==> src/rtl/bounce_gen.sv <==
// bounce_gen: turns a clean level into a bouncing one (LFSR-drawn toggle count and spacing).
// Define BOUNCE_GEN_FIXED_EN to replace the draws with MAX_BOUNCES / MAX_GAP for deterministic waveforms.
module bounce_gen #(
  parameter int unsigned MAX_BOUNCES  = 20,
  parameter int unsigned MAX_GAP      = 15,
  parameter int unsigned SETTLE_TICKS = 32,
  parameter logic [15:0] SEED         = 16'hACE1
) (
  input  logic       clk,
  input  logic       rst,
  input  logic       clean_in,
  output logic       bounce_out,
  output logic       busy,
  output logic [7:0] bounce_count
);

  localparam int unsigned    SW          = $clog2(SETTLE_TICKS + 1);
  localparam logic [15:0]    SEED_EFF    = (SEED == 16'h0000) ? 16'h0001 : SEED;
  localparam logic [SW-1:0]  SETTLE_LOAD = SW'(SETTLE_TICKS);

  localparam logic [1:0] ST_IDLE   = 2'd0;
  localparam logic [1:0] ST_BOUNCE = 2'd1;
  localparam logic [1:0] ST_SETTLE = 2'd2;

  function automatic logic [15:0] lfsr_next(input logic [15:0] v);
    lfsr_next = (v >> 1) ^ (v[0] ? 16'hB400 : 16'h0000);
  endfunction

  logic [1:0]    state_r, state_nxt_s;
  logic [15:0]   lfsr_r;
  logic          target_r, target_nxt_s;
  logic [7:0]    remain_r, remain_nxt_s;
  logic [7:0]    gap_r, gap_nxt_s;
  logic [7:0]    gap_ld_r, gap_ld_nxt_s;
  logic [SW-1:0] settle_r, settle_nxt_s;
  logic          out_r, out_nxt_s;
  logic          busy_r;
  logic [7:0]    count_r, count_nxt_s;
  logic [7:0]    draw_n_s, draw_g_s;
  logic          start_s;

`ifdef BOUNCE_GEN_FIXED_EN
  assign draw_n_s = 8'(MAX_BOUNCES);
  assign draw_g_s = 8'(MAX_GAP);
`else
  assign draw_n_s = 8'({1'b0, lfsr_r[15:8]} % 9'(MAX_BOUNCES + 1));
  assign draw_g_s = 8'd1 + (lfsr_r[7:0] % 8'(MAX_GAP));
`endif

  // An event starts from IDLE, or straight out of the last SETTLE cycle if the input moved meanwhile.
  assign start_s = (clean_in != out_r) &&
                   ((state_r == ST_IDLE) ||
                    ((state_r == ST_SETTLE) && (settle_r <= SW'(1))));

  // Next-state logic for the event sequencer.
  always_comb begin
    state_nxt_s  = state_r;
    target_nxt_s = target_r;
    remain_nxt_s = remain_r;
    gap_nxt_s    = gap_r;
    gap_ld_nxt_s = gap_ld_r;
    settle_nxt_s = settle_r;
    out_nxt_s    = out_r;
    count_nxt_s  = count_r;
    if (start_s) begin
      target_nxt_s = clean_in;
      remain_nxt_s = draw_n_s;
      gap_nxt_s    = draw_g_s;
      gap_ld_nxt_s = draw_g_s;
      count_nxt_s  = 8'd0;
      state_nxt_s  = ST_BOUNCE;
    end else begin
      case (state_r)
        ST_IDLE: begin
          state_nxt_s = ST_IDLE;
        end
        ST_BOUNCE: begin
          if (gap_r > 8'd1) begin
            gap_nxt_s = gap_r - 8'd1;
          end else if (remain_r != 8'd0) begin
            out_nxt_s    = ~out_r;
            remain_nxt_s = remain_r - 8'd1;
            count_nxt_s  = count_r + 8'd1;
            gap_nxt_s    = gap_ld_r;
          end else begin
            out_nxt_s    = target_r;
            settle_nxt_s = SETTLE_LOAD;
            state_nxt_s  = ST_SETTLE;
          end
        end
        ST_SETTLE: begin
          if (settle_r > SW'(1)) begin
            settle_nxt_s = settle_r - SW'(1);
          end else begin
            state_nxt_s = ST_IDLE;
          end
        end
        default: begin
          state_nxt_s = ST_IDLE;
        end
      endcase
    end
  end

  // State, LFSR and registered outputs.
  always_ff @(posedge clk or negedge rst) begin
    if (!rst) begin
      state_r  <= ST_IDLE;
      lfsr_r   <= SEED_EFF;
      target_r <= 1'b0;
      remain_r <= 8'd0;
      gap_r    <= 8'd0;
      gap_ld_r <= 8'd0;
      settle_r <= '0;
      out_r    <= 1'b0;
      busy_r   <= 1'b0;
      count_r  <= 8'd0;
    end else begin
      state_r  <= state_nxt_s;
      lfsr_r   <= lfsr_next(lfsr_r);
      target_r <= target_nxt_s;
      remain_r <= remain_nxt_s;
      gap_r    <= gap_nxt_s;
      gap_ld_r <= gap_ld_nxt_s;
      settle_r <= settle_nxt_s;
      out_r    <= out_nxt_s;
      busy_r   <= (state_nxt_s != ST_IDLE);
      count_r  <= count_nxt_s;
    end
  end

  assign bounce_out   = out_r;
  assign busy         = busy_r;
  assign bounce_count = count_r;

endmodule
==> config.mk <==
export PLATFORM = sky130hd
export DESIGN_NAME = bounce_gen
export DESIGN_NICKNAME = d
export VERILOG_FILES = /design/src/rtl/bounce_gen.sv
export SDC_FILE = /design/constraint.sdc
export NUM_CORES = 1
export LEC_CHECK = 0
export BUFFER_PORTS_ARGS = -buffer_cell sky130_fd_sc_hd__buf_4
export CAP_MARGIN = 20
export CORE_ASPECT_RATIO = 0.9
export CORE_MARGIN = 2
export CORE_UTILIZATION = 35
export CTS_CLUSTER_SIZE = 20
export DETAILED_ROUTE_END_ITERATION = 7
export GPL_ROUTABILITY_DRIVEN = 1
export PLACE_DENSITY = 0.57
export SLEW_MARGIN = 5
export SYNTH_ARGS = -nofsm -noshare
export SYNTH_HDL_FRONTEND = slang
export SYNTH_SLANG_ARGS = --single-unit
==> constraint.sdc <==
create_clock -name clk -period 7.4 [get_ports clk]
set_input_delay 1.48 -clock clk [delete_from_list [all_inputs] [get_ports clk]]
set_output_delay 1.48 -clock clk [all_outputs]
set_load 0.01 [all_outputs]
Yosys cells after proc, flatten, opt, wreduce, memory -nomap -nowiden
Cells that the tools add are included.
Storage, ports and cells
  bits of input ports: 3
  flip-flop bits (word level): 59
  word-level logic and storage cells: 68
Cells by class
  equality and inequality tests: 7
  multiplexer cells: 23
  $lt $le $gt $ge: 3
  reductions and logical operators: 14
  add/subtract/negate cells: 5
  bitwise gates (word level): 4
  div/mod/pow operators: 2
Operators with widths (count)
  $mux W8: 12
  $mux W6: 3
  $mux W16: 1
  $sub A8 B1 Y8 const B: 2
  $xor A15 B16 Y16: 1
  $pmux W6 S2: 1
  $mod A8 B5 Y9 const B: 1
  $add A1 B8 Y8 const A: 1
  $add A8 B1 Y8 const B: 1
  $gt A8 B1 Y1 const B: 1
  $mod A8 B4 Y8 const B: 1
  $mux W2: 4
  $reduce_bool A2 Y1: 4
  $reduce_bool A8 Y1: 1
  $gt A6 B1 Y1 const B: 1
  $le A6 B1 Y1 const B: 1
  $ne A2 B2 Y1 const B: 3
  $reduce_and A3 Y1: 2
  $sub A6 B1 Y6 const B: 1
  $reduce_and A5 Y1: 1
  $pmux W2 S2: 1
  $not A1 Y1: 3
  $reduce_bool A3 Y1: 1
  $eq A2 B1 Y1 const B: 1
  8 further kinds: 9

Depth between registers and ports, before layout
Gate-level depths: netlist of the first run.
  depth in word-level cells: 6
  mapped depth: 19
  gate-level depth less buffers: 17

Least setup slack after synthesis of the first run
OpenSTA, ideal clock, no wires.
  path type: register to register
  from: register lfsr_r[7]
  to: register gap_r[4]
  stages on the path, launching flop included: 17
  arrival: 3739 ps
  library setup time: 130 ps
  data required time: 7270 ps
  setup slack: 3530 ps
  cell sequence: dfstp_2 -> buf_6 -> or2_1 -> a31oi_1 -> or2_2 -> ha_1 -> and4_4 -> buf_6 -> a211oi_2 -> a21o_1 -> ha_1 -> o2111ai_2 -> o21ai_0 -> mux2_2 -> ha_1 -> o31ai_1 -> nor3_1
Between the ends
  longest elaborated chain between the ends: 3
RTL lines
  start: declaration: RTL line 30  | logic [15:0] lfsr_r;
  start signal: assignment: RTL line 120  | lfsr_r <= lfsr_next(lfsr_r);
  $mod A8 B4 Y8: RTL line 47  | assign draw_g_s = 8'd1 + (lfsr_r[7:0] % 8'(MAX_GAP));
  $add A1 B8 Y8: RTL line 47
  $mux W8: RTL line 65  | if (start_s) begin
  end signal: assignment: RTL line 123  | gap_r <= gap_nxt_s;
  end: declaration: RTL line 33  | logic [7:0] gap_r, gap_nxt_s;
No other way between the ends.
A chain may end at the register's enable or synchronous reset.

Worst setup path after layout of the first run
Ends and elaborated chain as after synthesis.

==> impl_metrics.py, run 1 <==
metrics = {
    "placement": {
        "placed_cells": 710,
        "gp_congestion": 0.8593,
        "io_buffers": 12,
        "placed_cell_area_sq_um": 4880,
        "hpwl_microns": 7451,
    },
    "layout": {
        "area_delta_synth_final_pct": 9.989,
        "fin_cells": 726,
        "finalNetCount": 572,
        "seqCellArea_sq_um": 1486,
        "drive_gt1_share_pct": 11.65,
        "final_cell_area_sq_um": 5194,
        "fillers": 1309,
        "antenna_cells": 0,
        "multi_input_area_sq_um": 2977,
    },
    "power": {
        "p_per_area_nw_per_um2": 247.9,
        "p_clk_share_pct": 34.0,
        "p_sw_uw": 455.7,
        "p_int_uw": 831.8,
        "combinationalPowerShare_pct": 31.3,
        "netSwitchingFraction_pct": 35.39,
        "pwr-share-seq_pct": 34.8,
        "ir_drop_mv": 0.1280,
        "p_leak_nw": 2.129,
    },
    "worst_setup_path": {
        "rr_endpoint": "gap_r[4]",
        "critPathLaunchType": "register",
        "criticalPathCategory": "reg2reg",
        "reg2reg_from": "lfsr_r[7]",
        "r2r_slack_ns": 3.25,
        "end_kind": "register",
        "path_max_fanout": 11,
        "critical_path_arrival_ns": 4.36,
        "r2r_cells": 14,
        "cp.required_ns": 7.61,
    },
    "run_status": {
        "outcome": "finished clean",
    },
    "clock_network": {
        "postCtsHoldBufs": 0,
        "cts_tree": "yes",
        "ctsResizeCount": 0,
        "cts_root_buffer": "clkbuf_16",
        "cts.htree.levels": 3,
        "numCtsBuffers": 9,
        "cts_buffer_depth": 2,
        "clkTransAtPathRegs_ns": 0.05,
        "clock-sinks": 59,
        "insertion_delay_ns": 0.33,
        "post_cts_buffers": 0,
    },
    "drt": {
        "routed_via_density": 5.758,
        "wirelength_microns": 10790,
        "wire_per_inst_microns": 14.87,
        "drcViolationCount": 0,
        "drtPass1Iterations": 5,
        "num_vias": 4180,
        "ant_nets": 0,
        "dr.first_iter.drc_count": 203,
    },
    "synthesis": {
        "ys_seq_area_share_pct": 31.48,
        "ys_top_cells_by_area": "dfrtp_1 27%, dfstp_2 4.5%, ha_1 4.2%",
        "ys_ff_latch": 59,
        "async_flop_share_pct": 100.0,
        "syn_area_per_cell_sq_um": 8.478,
        "yosysTopAreaCellShare_pct": 27.03,
        "yosysTopAreaCell": "dfrtp_1",
        "synth_area_sq_um": 4722,
        "synthesis.nets": 576,
        "synth_cell_type_count": 87,
        "syn_inst": 557,
        "synth-edff-count": 0,
        "synth_warnings": 0,
        "ys.flop_type": "dfrtp_1",
    },
    "die": {
        "rows": 40,
        "start_util_pct": 35.60,
        "die_height_microns": 114.2,
        "fp.dieW_microns": 126.4,
        "fp.dieArea_sq_um": 14440,
        "coreArea_sq_um": 13260,
        "io_pins": 13,
    },
    "timing": {
        "tightest_slew_ns": 0.9399,
        "setup_violations": 0,
        "relSlewSlack_pct": 36.76,
        "skew_ns": 0.004271,
        "fin_setup_tns_ns": 0,
        "period_needed_ns": 4.149,
        "rsz0062_at_grt": "false",
        "period_share_pct": 56.07,
        "hold_violations": 0,
        "finalMaxSlewViolations": 0,
        "clock.fmax_ghz": 0.2410,
    },
    "hold_path": {
        "whs_path_depth": 0,
        "holdPathEnd": "lfsr_r[6]",
        "hp-class": "reg2reg",
        "min_from": "lfsr_r[7]",
    },
    "grt": {
        "first_global_vias": 3849,
        "antenna_found_initial": 0,
        "track_usage_pct": 15.56,
        "grt_pass1_wl_microns": 18530,
        "grt_max_degree": 60,
        "overflow": 0,
    },
    "flow_run": {
        "maxCapViolations": 0,
    },
}
-- how the worst max path moves through the flow --
stage | startpoint | cells past startpoint | end | slack, ns
6_report | lfsr_r[7] | 14 | gap_r[4] | 3.25
5_1_grt | lfsr_r[3] | 15 | gap_r[4] | 2.94
4_1_cts | lfsr_r[7] | 14 | gap_r[4] | 3.26
3_5_place_dp | lfsr_r[7] | 14 | gap_r[4] | 3.26
3_3_place_gp | lfsr_r[7] | 14 | gap_r[4] | 3.35
2_1_floorplan | lfsr_r[7] | 16 | gap_r[4] | 3.53
-- kinds of logic after synthesis --
group | after synthesis | synth area share (%)
AOI/OAI and AO/OA | 180 | 27.82
xor gates and xnor gates | 31 | 5.750
adders and majority gates | 17 | 4.478
buffers and inverters | 53 | 5.538
DFF | 59 | 31.48
muxes | 4 | 0.9274
and+or+nand+nor | 213 | 24.01
-- power by group through the flow --
stage	clock, mW	combinational, mW	sequential (mW)
6_report	0.437	0.403	0.447
5_1_grt	0.469	0.460	0.457
4_1_cts	0.451	0.407	0.447
3_5_place_dp	0	0.403	0.452
3_3_place_gp	0	0.397	0.450
2_1_floorplan	0	0.304	0.442
-- layout by cell type (no fill, tap or decap), types with 12 or more instances in the layout --
master / netlist / routed
nand2_1: 47 / 47
o211ai_1: 13 / 13
xnor2_1: 12 / 12
inv_1: 21 / 21
nor3_1: 15 / 15
nand3_1: 21 / 21
buf_4: 4 / 17
o21ai_0: 29 / 29
nor2_1: 48 / 48
ha_1: 16 / 16
dfrtp_1: 51 / 51
a21oi_1: 34 / 34
xor2_1: 19 / 19
-- sequential cells by signal, summed over array words and instances, names as in the netlist --
signal        count
gap_ld_r          8
lfsr_r           16
settle_r          6
target_r          1
bounce_count      8
state_r           2
busy              1
bounce_out        1
remain_r          8
gap_r             8
-- cells in the mapped netlist (11+ instances only) --
library cell,count
nand2_1,47
a21oi_1,34
ha_1,16
nor2_1,48
nand2b_1,11
nand3_1,21
xnor2_1,12
a31oi_1,11
inv_1,21
xor2_1,19
o211ai_1,13
nor3_1,15
dfrtp_1,51
o21ai_0,29
clkbuf_1,15
-- layer usage --
| layer | global-route usage, % | part of all wire (%) | up-vias |
|---|---|---|---|
| met2 | 24.88 | 47 | 60 |
| met5 | 0 | 0 | - |
| met1 | 21.04 | 49 | 2020 |
| li1 | - | - | 2088 |
| met3 | 3.551 | 2.9 | 12 |
| met4 | 4.762 | 1.1 | 0 |
-- cell type report --
| type | count | area share, % |
|---|---|---|
| clock buffers | 12 | 5.131 |
| clock inverters | 4 | 0.9154 |
| inverters | 21 | 1.518 |
| multi-input cells | 445 | 57.31 |
| flip-flops and latches | 59 | 28.62 |
| well taps | 168 | 4.047 |
| repair buffers | 17 | 2.457 |
-- per-stage QoR --
step	util (%)	setup slack (ns)	hold WS, ns	total power, mW
CTS	39.16	3.255	0.4290	1.305
floorplan	-	3.530	0.3604	0.7462
global placement	36.79	3.347	0.4211	0.8471
detailed placement	36.79	3.257	0.4275	0.8554
finish	39.16	3.251	0.4309	1.288
global route	39.16	2.942	0.4418	1.385
-- critical path, stage by stage (launching register included) --
cell and delay (ns):
dfstp_2 0.62, or2_1 0.20, a31oi_1 0.11, or2_2 0.34, ha_1 0.22, and4_4 0.19
a211oi_2 0.29, a21o_1 0.18, ha_1 0.29, o2111ai_2 0.21, o21ai_0 0.38, mux2_2 0.39
ha_1 0.25, o31ai_1 0.27, nor3_1 0.07
Power figures use the tool's default switching activity.
==> run 2: changes to the inputs <==
- PLACE_DENSITY: 0.57 -> 0.59
- clock period: 7.4 -> 3.6 ns (I/O delays scaled with it)
==> run 2 against run 1 <==
  * Cell count is 5.2% higher
  * Flip-flop and latch count stayed put
  * Via count is 2.4% higher
  * Sequential share of layout area is 2.2 points lower
  * Worst hold slack worse by 0.012 ns
  * Combinational power is 110% higher
  * Wire length is 4.9% higher
  * First-iteration DRC count is 22% higher
  * Total power is 110% higher
  * Non-clock buffer count is 38 higher
  * Register-to-register slack worse by 3.2 ns
  * Critical path type unchanged
==> impl_metrics.py, run 2 (synthesis gave the netlist of run 1 again) <==
metrics = {
    "worst_setup_path": {
        "path_max_fanout": 8,
        "critPathLaunchType": "register",
        "cpPeakStageDelay_ns": 0.60,
        "end_kind": "register",
        "path_buf_inv": 1,
        "critical-path-slowest-cell": "dfstp_2",
        "crit_start": "lfsr_r[7]",
        "crit_family": "compound AO/OA/AOI/OAI gates",
        "crit_chain": "or2_4, a31oi_2, or2_4, ha_2, and4_4, a211oi_4, a21o_1, ha_4, o2111ai_4, o21ai_2, buf_4, mux2_2, ha_4, o31ai_2, nor3_2",
        "critical_path_arrival_ns": 3.72,
        "cp.required_ns": 3.81,
        "criticalPathCategory": "reg2reg",
        "reg2reg_from": "lfsr_r[7]",
    },
    "drt": {
        "drtPass1Iterations": 4,
        "routed_via_density": 5.603,
        "dr.first_iter.drc_count": 247,
        "ant_nets": 0,
        "wire_per_inst_microns": 14.81,
        "drcViolationCount": 0,
        "wirelength_microns": 11320,
        "num_vias": 4281,
    },
    "power": {
        "p_int_mw": 1.774,
        "p_sw_uw": 921.0,
        "ir_drop_mv": 0.2158,
        "p_leak_nw": 2.338,
        "p_per_area_nw_per_um2": 477.2,
        "pwr-share-seq_pct": 34.2,
        "combinationalPowerShare_pct": 31.0,
        "p_clk_share_pct": 34.8,
        "netSwitchingFraction_pct": 34.17,
    },
    "clock_network": {
        "cts.htree.levels": 3,
        "numCtsBuffers": 9,
        "cts_tree": "yes",
        "cts_buffer_depth": 2,
        "postCtsHoldBufs": 0,
        "clkTransAtPathRegs_ns": 0.05,
        "insertion_delay_ns": 0.33,
        "clock-sinks": 59,
        "cts_root_buffer": "clkbuf_16",
    },
    "timing": {
        "setup_violations": 0,
        "relSlewSlack_pct": 42.59,
        "finalMaxSlewViolations": 0,
        "hold_violations": 0,
        "skew_ns": 0.007516,
        "hold_slack_ns": 0.4185,
        "rsz0062_at_grt": "true",
        "clock.fmax_ghz": 0.2850,
        "period_needed_ns": 3.509,
        "tightest_slew_ns": 0.8533,
        "fin_setup_tns_ns": 0,
        "period_share_pct": 97.48,
    },
    "layout": {
        "regMostFlops": "lfsr_r",
        "final_common_cell": "buf_4",
        "mostFrequentLayoutCells": "54 x buf_4, 50 x dfrtp_1, 47 x nand2_1, 47 x nor2_1, 32 x a21oi_1",
        "largest_reg_flops": 16,
        "fillers": 1294,
        "antenna_cells": 0,
        "fin_cells": 764,
        "finalNetCount": 610,
        "drive_gt1_share_pct": 20.64,
        "final_util_pct": 42.58,
        "area_delta_synth_final_pct": 19.61,
    },
    "placement": {
        "gp_congestion": 0.8994,
        "placed_cells": 742,
        "io_buffers": 12,
        "hpwl_microns": 8199,
    },
    "run_status": {
        "outcome": "finished clean",
    },
    "die": {
        "rows": 40,
        "fp.dieArea_sq_um": 14440,
        "fp.dieW_microns": 126.4,
        "start_util_pct": 35.60,
        "die_height_microns": 114.2,
        "coreArea_sq_um": 13260,
        "io_pins": 13,
    },
    "flow_run": {
        "maxCapViolations": 0,
    },
    "grt": {
        "grt_pass1_wl_microns": 19250,
        "overflow": 0,
        "first_global_vias": 4115,
        "track_usage_pct": 16.03,
        "grt_max_degree": 60,
        "antenna_found_initial": 0,
    },
    "hold_path": {
        "hp-class": "reg2reg",
        "min_from": "lfsr_r[7]",
    },
}
-- run 2: changes by cell type in the layout (fill, tap and decap cells not counted), sizes merged --
cell    change
buf        +38
bufinv      +1
clkinv      -1
-- run 2: timing repair --
action | in CTS | in global routing
pin swaps | 2 | 12
gates resized for setup | 2 | 23
endpoints found under the setup margin | 3 | 18
buffers inserted | 0 | 6
-- run 2: power groups by stage --
stage	Clock [mW]	Combinational (mW)	Sequential [mW]
after detailed placement	0	0.830	0.929
after global routing	0.992	0.964	0.941
final	0.939	0.835	0.922
after CTS	0.962	0.834	0.920
after global placement	0	0.814	0.925
after floorplan	0	0.626	0.908
-- run 2: final timing paths --
check / cells after the start / slack, ns / to
worst max-delay path: 15 / 0.09 / gap_r[4]
worst min-delay path: 0 / 0.42 / lfsr_r[6]
worst max register to register: 15 / 0.09 / gap_r[4]
worst min register to register: 0 / 0.42 / lfsr_r[6]
max in group asynchronous: 1 / 2.56 / lfsr_r[2]
min in group asynchronous: 1 / 0.45 / gap_r[5]
-- run 2: metal layers --
layer | part of all wire, % | track usage [%] | up-vias
li1 | - | - | 2157
met1 | 49 | 21.57 | 2040
met5 | 0 | 0 | -
met2 | 46 | 25.24 | 71
met4 | 1.6 | 5.641 | 0
met3 | 3.0 | 3.832 | 13
-- run 2: per-stage QoR --
stage	setup slack (ns)	area (sq um)	power [mW]
after floorplan	0.004643	4745	1.534
after global placement	0.06846	5142	1.739
after detailed placement	-0.07556	5142	1.759
after CTS	0.004295	5480	2.716
after global routing	-0.07762	5648	2.897
final	0.09083	5648	2.695
-- run 2: area by class of cell --
class	instances	area (sq um)	area share, %
Inverter	21	78.83	1.396
Clock buffer	12	256.5	4.541
Sequential cell	59	1491	26.41
Tap cell	168	210.2	3.722
Timing Repair Buffer	55	416.7	7.377
Multi-Input combinational cell	445	3122	55.27
Clock inverter	4	72.57	1.285
==> run 3: changes to the inputs <==
- CELL_PAD_IN_SITES_DETAIL_PLACEMENT: default -> 0
- CELL_PAD_IN_SITES_GLOBAL_PLACEMENT: default -> 1
- PLACE_DENSITY: 0.59 -> 0.71
==> run 3 against run 2 <==
  * Combinational power is 0.5% higher
  * Utilization is 0.37 points higher
  * Cell count is 0.26% higher
  * Critical path depth is 1 higher
  * Largest power group is now registers
==> impl_metrics.py, run 3 (synthesis gave the netlist of run 1 again) <==
metrics = {
    "clock_network": {
        "cts.htree.levels": 3,
        "cts_buffer_depth": 2,
        "cts_tree": "yes",
        "clock-sinks": 59,
        "insertion_delay_ns": 0.34,
        "clkTransAtPathRegs_ns": 0.05,
        "cts_root_buffer": "clkbuf_16",
        "numCtsBuffers": 9,
        "postCtsHoldBufs": 0,
    },
    "worst_setup_path": {
        "crit_chain": "or2_4, a31oi_2, or2_4, ha_4, and4_4, a211oi_4, a21o_1, ha_4, nand2b_4, a21boi_2, a311oi_1, or3_1, nand4_1, o311ai_4, a221oi_2, a21oi_1",
        "worst-path-stages": 16,
        "critical-path-slowest-cell": "dfstp_2",
        "cpPeakStageDelay_ns": 0.58,
        "criticalPathCategory": "reg2reg",
        "r2r_cells": 16,
        "cp.required_ns": 3.80,
        "critical_path_arrival_ns": 3.70,
        "critPathLaunchType": "register",
        "path_max_fanout": 6,
        "end_kind": "register",
        "crit_family": "compound AO/OA/AOI/OAI gates",
        "path_buf_inv": 0,
    },
    "die": {
        "rows": 40,
        "start_util_pct": 35.60,
        "fp.dieArea_sq_um": 14440,
        "die_height_microns": 114.2,
        "coreArea_sq_um": 13260,
        "io_pins": 13,
        "fp.dieW_microns": 126.4,
    },
    "drt": {
        "dr.first_iter.drc_count": 294,
        "num_vias": 4287,
        "wirelength_microns": 11590,
        "routed_via_density": 5.597,
        "wire_per_inst_microns": 15.13,
        "ant_nets": 0,
        "drcViolationCount": 0,
        "drtPass1Iterations": 4,
    },
    "timing": {
        "hold_slack_ns": 0.4012,
        "layout_setup_ws_ns": 0.09901,
        "hold_violations": 0,
        "tightest_slew_ns": 0.8330,
        "clock.fmax_ghz": 0.2856,
        "skew_ns": 0.009703,
        "finalMaxSlewViolations": 0,
        "rsz0062_at_grt": "true",
        "period_needed_ns": 3.501,
        "relSlewSlack_pct": 43.95,
        "setup_violations": 0,
        "period_share_pct": 97.25,
    },
    "flow_run": {
        "maxCapViolations": 0,
    },
    "layout": {
        "regMostFlops": "lfsr_r",
        "drive_gt1_share_pct": 21.40,
        "final_cell_area_sq_um": 5697,
        "fillers": 1284,
        "largest_reg_flops": 16,
        "final_common_cell": "buf_4",
        "final_util_pct": 42.95,
        "multi_input_area_sq_um": 3163,
        "antenna_cells": 0,
        "area_delta_synth_final_pct": 20.64,
        "finalNetCount": 612,
        "mostFrequentLayoutCells": "56 x buf_4, 51 x dfrtp_1, 47 x nand2_1, 46 x nor2_1, 32 x a21oi_1",
        "seqCellArea_sq_um": 1494,
    },
    "hold_path": {
        "hp-class": "reg2reg",
        "whs_path_depth": 0,
    },
    "power": {
        "ir_drop_mv": 0.2969,
        "power.total_mw": 2.675,
        "p_per_area_nw_per_um2": 469.5,
        "p_leak_nw": 2.348,
    },
    "placement": {
        "gp_congestion": 0.9103,
        "io_buffers": 12,
        "placed_cell_area_sq_um": 5127,
        "hpwl_microns": 8046,
        "dp_slack_ns": -0.03591,
    },
    "grt": {
        "grt_max_degree": 60,
        "track_usage_pct": 16.23,
        "grt_pass1_wl_microns": 19320,
        "overflow": 0,
        "antenna_found_initial": 0,
        "first_global_vias": 4020,
    },
    "run_status": {
        "outcome": "finished clean",
    },
}
run 3: power breakdown:
part	total [mW]	leakage, nW	internal, mW	switching, mW
Combinational	0.839	1.45	0.332	0.508
Clock	0.916	0.153	0.606	0.310
Sequential	0.920	0.749	0.799	0.121
Total	2.67	2.35	1.74	0.938
run 3: layer usage:
metal / global-route usage [%] / routed length (microns) / vias to the layer above / part of all wire [%]
li1: - / - / 2156 / -
met1: 22.72 / 5847 / 2064 / 50
met2: 25.03 / 5278 / 55 / 46
met3: 3.364 / 323 / 12 / 2.8
met4: 5.421 / 139 / 0 / 1.2
met5: 0 / 0 / - / 0
run 3: final cells by class:
cell class	instances	share of cell area (%)
repair buffers	57	7.577
well taps	168	3.690
clock inverters	6	1.581
clock buffers	10	4.019
flip-flops and latches	59	26.22
multi-input cells	445	55.52
inverters	21	1.384
run 3: what timing repair did:
item / in CTS / in global routing
resized for setup: 1 / 30
buffers inserted: 0 / 10
endpoints found under the setup margin: 2 / 17
pin swaps: 1 / 12
run 3: metrics by stage:
step / TNS (ns) / cells
after detailed placement: -0.06623 / 740
after CTS: 0 / 756
after floorplan: 0 / 557
after global placement: 0 / 740
after global routing: -0.1335 / 766
final: 0 / 766
run 3: path summary, 6_finish.rpt:
check / start / to / slack, ns
max: lfsr_r[7] / gap_r[5] / 0.1
min: lfsr_r[7] / lfsr_r[6] / 0.40
max reg2reg: lfsr_r[7] / gap_r[5] / 0.1
min reg2reg: lfsr_r[7] / lfsr_r[6] / 0.40
max in group asynchronous: rst / bounce_count[4] / 2.60
min in group asynchronous: rst / gap_ld_r[7] / 0.45
run 3: worst register-to-register path, stage by stage, from the launching register on:
cell	delay, ns
dfstp_2	0.58
or2_4	0.13
a31oi_2	0.09
or2_4	0.28
ha_4	0.16
and4_4	0.17
a211oi_4	0.26
a21o_1	0.21
ha_4	0.22
nand2b_4	0.06
a21boi_2	0.15
a311oi_1	0.06
or3_1	0.35
nand4_1	0.12
o311ai_4	0.14
a221oi_2	0.31
a21oi_1	0.08
